[src/rtl/wb_arbiter.sv]
// Writeback arbiter: merges ALU, LSU and MDU results into one registered register-file write stream.
// Optional WB_X0_DROP_EN: results targeting x0 are consumed without being queued or written.
module wb_arbiter #(
    parameter int DEPTH        = 4,
    parameter int STARVE_LIMIT = 8
) (
    input  logic                     clk,
    input  logic                     reset,
    input  logic                     alu_valid,
    input  logic [4:0]               alu_rd,
    input  logic [31:0]              alu_data,
    output logic                     alu_stall,
    input  logic                     lsu_valid,
    output logic                     lsu_ready,
    input  logic [4:0]               lsu_rd,
    input  logic [31:0]              lsu_data,
    input  logic                     mdu_valid,
    output logic                     mdu_ready,
    input  logic [4:0]               mdu_rd,
    input  logic [31:0]              mdu_data,
    output logic                     wrd,
    output logic [4:0]               addr_d,
    output logic [31:0]              d,
    output logic [31:0]              pend_mask,
    output logic [$clog2(DEPTH):0]   fifo_count
);
    localparam int AW = $clog2(DEPTH);
    localparam logic [7:0] LIM = 8'(STARVE_LIMIT);

    typedef struct packed {
        logic [4:0]  rd;
        logic [31:0] data;
    } wb_ent_t;

    logic [AW:0]      wr_ptr_q, wr_ptr_d, rd_ptr_q, rd_ptr_d;
    wb_ent_t          mem_q [DEPTH];
    wb_ent_t          mem_d [DEPTH];
    logic [DEPTH-1:0] ent_vld_q, ent_vld_d;
    logic [7:0]       cnt_q, cnt_d;
    logic             wen_q, wen_d;
    logic [4:0]       waddr_q, waddr_d;
    logic [31:0]      wdata_q, wdata_d;

    logic    empty, full, push, push_en, pop, starve;
    wb_ent_t push_ent, head_ent;

    assign empty      = (wr_ptr_q == rd_ptr_q);
    assign full       = (wr_ptr_q[AW] != rd_ptr_q[AW]) && (wr_ptr_q[AW-1:0] == rd_ptr_q[AW-1:0]);
    assign lsu_ready  = !full;
    assign mdu_ready  = !full && !lsu_valid;
    assign fifo_count = wr_ptr_q - rd_ptr_q;
    assign starve     = !empty && (cnt_q == LIM);
    assign head_ent   = mem_q[rd_ptr_q[AW-1:0]];

    assign push     = !full && (lsu_valid || mdu_valid);
    assign push_ent = lsu_valid ? '{rd: lsu_rd, data: lsu_data} : '{rd: mdu_rd, data: mdu_data};
`ifdef WB_X0_DROP_EN
    assign push_en  = push && (push_ent.rd != 5'd0);
`else
    assign push_en  = push;
`endif

    always_comb begin
        wen_d     = 1'b0;
        waddr_d   = waddr_q;
        wdata_d   = wdata_q;
        cnt_d     = 8'd0;
        pop       = 1'b0;
        alu_stall = 1'b0;
        if (starve) begin
            pop       = 1'b1;
            alu_stall = alu_valid;
        end else if (alu_valid) begin
            if (!empty)
                cnt_d = (cnt_q == LIM) ? cnt_q : cnt_q + 8'd1;
`ifdef WB_X0_DROP_EN
            if (alu_rd != 5'd0) begin
`else
            begin
`endif
                wen_d   = 1'b1;
                waddr_d = alu_rd;
                wdata_d = alu_data;
            end
        end else if (!empty) begin
            pop = 1'b1;
        end
        if (pop) begin
            wen_d   = 1'b1;
            waddr_d = head_ent.rd;
            wdata_d = head_ent.data;
        end
    end

    // Head and tail never alias while both push and pop are live, so the valid updates don't collide.
    always_comb begin
        wr_ptr_d  = wr_ptr_q + {{AW{1'b0}}, push_en};
        rd_ptr_d  = rd_ptr_q + {{AW{1'b0}}, pop};
        mem_d     = mem_q;
        ent_vld_d = ent_vld_q;
        if (pop)
            ent_vld_d[rd_ptr_q[AW-1:0]] = 1'b0;
        if (push_en) begin
            mem_d[wr_ptr_q[AW-1:0]]     = push_ent;
            ent_vld_d[wr_ptr_q[AW-1:0]] = 1'b1;
        end
    end

    always_comb begin
        pend_mask = 32'd0;
        for (int i = 0; i < DEPTH; i++)
            if (ent_vld_q[i])
                pend_mask[mem_q[i].rd] = 1'b1;
`ifdef WB_X0_DROP_EN
        pend_mask[0] = 1'b0;
`endif
    end

    always_ff @(posedge clk or negedge reset) begin
        if (!reset) begin
            wr_ptr_q  <= '0;
            rd_ptr_q  <= '0;
            ent_vld_q <= '0;
            cnt_q     <= 8'd0;
            wen_q     <= 1'b0;
            waddr_q   <= 5'd0;
            wdata_q   <= 32'd0;
            for (int i = 0; i < DEPTH; i++)
                mem_q[i] <= '0;
        end else begin
            wr_ptr_q  <= wr_ptr_d;
            rd_ptr_q  <= rd_ptr_d;
            ent_vld_q <= ent_vld_d;
            cnt_q     <= cnt_d;
            wen_q     <= wen_d;
            waddr_q   <= waddr_d;
            wdata_q   <= wdata_d;
            mem_q     <= mem_d;
        end
    end

    assign wrd    = wen_q;
    assign addr_d = waddr_q;
    assign d      = wdata_q;
endmodule
[config.mk]
export PLATFORM = sky130hd
export DESIGN_NAME = wb_arbiter
export DESIGN_NICKNAME = d
export VERILOG_FILES = /design/src/rtl/wb_arbiter.sv
export SDC_FILE = /design/constraint.sdc
export NUM_CORES = 1
export LEC_CHECK = 0
export BUFFER_PORTS_ARGS = -buffer_cell sky130_fd_sc_hd__buf_2
export CORE_MARGIN = 2
export CORE_UTILIZATION = 55
export DETAILED_ROUTE_END_ITERATION = 10
export MAX_ROUTING_LAYER = met4
export PLACE_DENSITY_LB_ADDON = 0.2
export SLEW_MARGIN = 20
export SYNTH_ARGS = -nofsm -noshare
export SYNTH_HDL_FRONTEND = slang
export SYNTH_SLANG_ARGS = --single-unit
[constraint.sdc]
create_clock -name clk -period 2.94 [get_ports clk]
set_input_delay 0.882 -clock clk [delete_from_list [all_inputs] [get_ports clk]]
set_output_delay 0.882 -clock clk [all_outputs]
set_load 0.01 [all_outputs]
==> impl_metrics.py <==
metrics = {
    "timing": {
        "fmax_mhz": 353.6,
        "setup_viol": 0,
        "skew_ns": 0.01866,
        "tightestPinTransition_ns": 0.9893,
        "slew_headroom_pct": 34.05,
        "rsz0062_at_grt": "yes",
        "fin_crit_sh_pct": 96.20,
        "finalCriticalPeriod_ns": 2.828,
        "hold_viol": 0,
        "fin_ws_ns": 0.1118,
        "hold-worst-slack_ns": 0.3640,
        "final_max_slew_viol_count": 0,
    },
    "layout": {
        "area_delta_synth_final_pct": 19.06,
        "drive_gt1_share_pct": 28.11,
        "antenna_cells": 0,
        "design_area_sq_mm": 0.01192,
        "fillers": 1403,
        "finalNetCount": 1221,
    },
    "routing": {
        "drc": 0,
        "wire_per_inst_um": 18.75,
        "drt_iter0_markers": 566,
        "ant_nets": 0,
        "totalWireLength_mm": 25.11,
        "dr.pass1.iters": 5,
        "vias_per_cell": 5.990,
        "dr_total_vias": 8021,
    },
    "yosys": {
        "synth_area_leaders": "dfrtp_1 51%, mux4_2 8.3%, o21ai_0 5.5%, nand2_1 4.9%, a221o_1 4.7%",
        "synthCells": 930,
        "yosys_warnings": 0,
        "ys_ff_latch": 204,
        "synth_largest_area_cell": "dfrtp_1",
        "ys.flop_type": "dfrtp_1",
        "avgSynthCellArea_sq_um": 10.77,
        "syn_nets": 1055,
        "synth_cell_types": 41,
        "synth_area_sq_mm": 0.01001,
        "synth_top_area_share_pct": 50.98,
        "synth_edf_count": 0,
        "ys_seq_area_share_pct": 50.98,
        "async_flop_share_pct": 100.0,
    },
    "place": {
        "portBuffers": 191,
        "placed_cell_area_sq_mm": 0.01123,
        "dpl_worst_slack_ns": 0.2833,
        "hpwl_mm": 16.84,
        "routabilityCongestion": 0.8814,
    },
    "clocking": {
        "root_buffer": "clkbuf_16",
        "cts_made_buffers": 21,
        "cts.sinks": 204,
        "clock_latency_ns": 0.49,
        "cts.clk_slew.worst_paths_ns": 0.06,
        "cts_buffer_depth": 3,
        "cts_tree": "built",
        "holdBufCountCts": 0,
        "ctsHtreeMaxLevel": 1,
    },
    "power_and_ir_drop": {
        "internal-power_mw": 8.378,
        "p_comb_share_pct": 44.7,
        "seq_power_share_pct": 37.0,
        "power_frac_clock_pct": 18.3,
        "ir_worst_vdd_mv": 0.7705,
        "leakagePower_nw": 5.608,
        "power_density_mw_per_mm2": 1161,
        "switching_share_pct": 39.49,
        "power.total_mw": 13.85,
        "power.switching_mw": 5.468,
    },
    "die": {
        "start_util_pct": 55.93,
        "die_h_um": 138.9,
        "rows": 49,
        "core_area_sq_mm": 0.01790,
        "die_area_sq_mm": 0.01930,
        "die_x_um": 138.9,
        "ios": 192,
    },
    "global_routing": {
        "grt-ovfl-total": 0,
        "grtUsageTotal_pct": 26.88,
        "grt_pass1_vias": 7888,
        "grt_max_degree": 59,
        "antenna_found_initial": 0,
        "grt_pass1_wl_mm": 41.26,
    },
    "hold_path": {
        "min_path_type": "in -> async",
    },
    "worst_setup_path": {
        "crit_arrival_ns": 1.95,
        "cp-start-kind": "flop",
        "critical_path_required_ns": 2.06,
        "crit_type": "reg -> out",
        "end_kind": "primary output",
        "crit_fanout": 10,
    },
    "run": {
        "cap_violations": 0,
    },
    "outcome": {
        "outcome": "finished, final reports clean",
    },
}
-- routing by layer --
| metal | global-route usage (%) | vias up | part of all wire, % | wire length, um |
|---|---|---|---|---|
| met1 | 37.80 | 3928 | 44 | 10960 |
| li1 | - | 3761 | - | - |
| met2 | 42.93 | 305 | 48 | 12160 |
| met4 | 4.678 | 0 | 0.86 | 215 |
| met3 | 3.971 | 27 | 7.1 | 1774 |
| met5 | - | - | 0 | 0 |
-- repair_timing --
item	in CTS	in global routing
gates resized for setup	0	9
pin swaps	0	0
gates cloned	0	0
setup endpoints to repair	1	13
endpoints found under the hold margin	0	0
buffers inserted	1	0
-- metrics by stage --
| step | TNS [ns] | std cells | utilization (%) |
|---|---|---|---|
| after floorplan | 0 | 930 | - |
| after global placement | 0 | 1301 | 62.73 |
| after detailed placement | 0 | 1301 | 62.73 |
| after global routing | -0.01064 | 1339 | 66.59 |
| after CTS | 0 | 1339 | 66.42 |
| final | 0 | 1339 | 66.59 |
-- logic make-up after synthesis --
kind of cell | synth area share, %
AOI/OAI and AO/OA | 17.32
xor gates and xnor gates | 1.037
adders and majority gates | 1.200
buffers and inverters | 3.949
DFF | 50.98
muxes | 12.02
and+or+nand+nor | 13.49
-- synthesized netlist by cell type, types with 16 or more instances --
cell type	instances
a22oi_1	16
and3_1	43
nor2_1	63
buf_2	31
o221ai_1	16
mux2i_1	37
dfrtp_1	204
a221o_1	47
o21ai_0	111
clkbuf_1	36
nand2_1	130
a21oi_1	44
mux4_2	37
-- power groups by stage --
| stage | clock (mW) | combinational [mW] | sequential [mW] |
|---|---|---|---|
| floorplan | 0 | 4.34 | 4.88 |
| global placement | 0 | 5.96 | 5.09 |
| detailed placement | 0 | 6.16 | 5.13 |
| CTS | 2.60 | 6.20 | 5.09 |
| global route | 2.69 | 6.86 | 5.30 |
| finish | 2.53 | 6.20 | 5.12 |
-- layout by cell type (no fill, tap or decap), types with 3 or more instances in the layout --
cell	count
o221ai_1	16
buf_12	6
o22ai_1	10
and3_1	43
nor2_1	61
nand2_1	129
o21ai_0	111
inv_1	10
buf_2	190
a41oi_1	3
o211ai_1	6
dfrtp_1	201
mux2i_1	37
a221o_1	47
clkinv_2	5
nor3_1	3
clkbuf_8	4
dfrtp_2	3
clkbuf_1	6
and3b_1	4
xor2_1	7
buf_4	22
nand3_1	8
nor3b_1	5
nand3b_1	10
mux4_2	37
nor2b_1	3
xnor2_1	3
a21oi_1	44
a22oi_1	16
o2111ai_4	3
clkbuf_16	21
ha_1	8
nor3b_2	4
or3b_2	3
-- critical path: stages, from the launching register on --
cell	delay [ns]
dfrtp_1	0.50
or3b_2	0.54
o221ai_1	0.24
buf_2	0.18
-- state kept, by name, indices dropped and copies added (netlist names) --
register	flops
rd_ptr_q	3
d	32
ent_vld_q	4
cnt_q	8
wr_ptr_q	3
addr_d	5
mem_q	148
wrd	1
-- final timing paths --
check                                    endpoint  slack, ns             startpoint  cells after the start
min reg2reg                 mem_q[52]$_DFFE_PN0P_       0.48  mem_q[52]$_DFFE_PN0P_                      2
min in group clk            mem_q[52]$_DFFE_PN0P_       0.48  mem_q[52]$_DFFE_PN0P_                      2
max in group asynchronous   mem_q[36]$_DFFE_PN0P_       1.85                  reset                      2
max reg2reg                mem_q[131]$_DFFE_PN0P_       0.39  wr_ptr_q[0]$_DFF_PN0_                      6
max                                 pend_mask[11]       0.11  mem_q[35]$_DFFE_PN0P_                      3
min                              d[7]$_DFFE_PN0P_       0.36                  reset                      1
-- layout make-up --
| cell class | instances | area, sq um | share of cell area, % |
|---|---|---|---|
| multi-input cells | 640 | 4586 | 38.47 |
| flip-flops and latches | 204 | 5109 | 42.85 |
| clock inverters | 7 | 63.81 | 0.5353 |
| well taps | 229 | 286.5 | 2.403 |
| inverters | 10 | 37.54 | 0.3149 |
| repair buffers | 219 | 1250 | 10.48 |
| clock buffers | 30 | 589.3 | 4.943 |
Note: power is estimated with default switching activity, not from simulation.
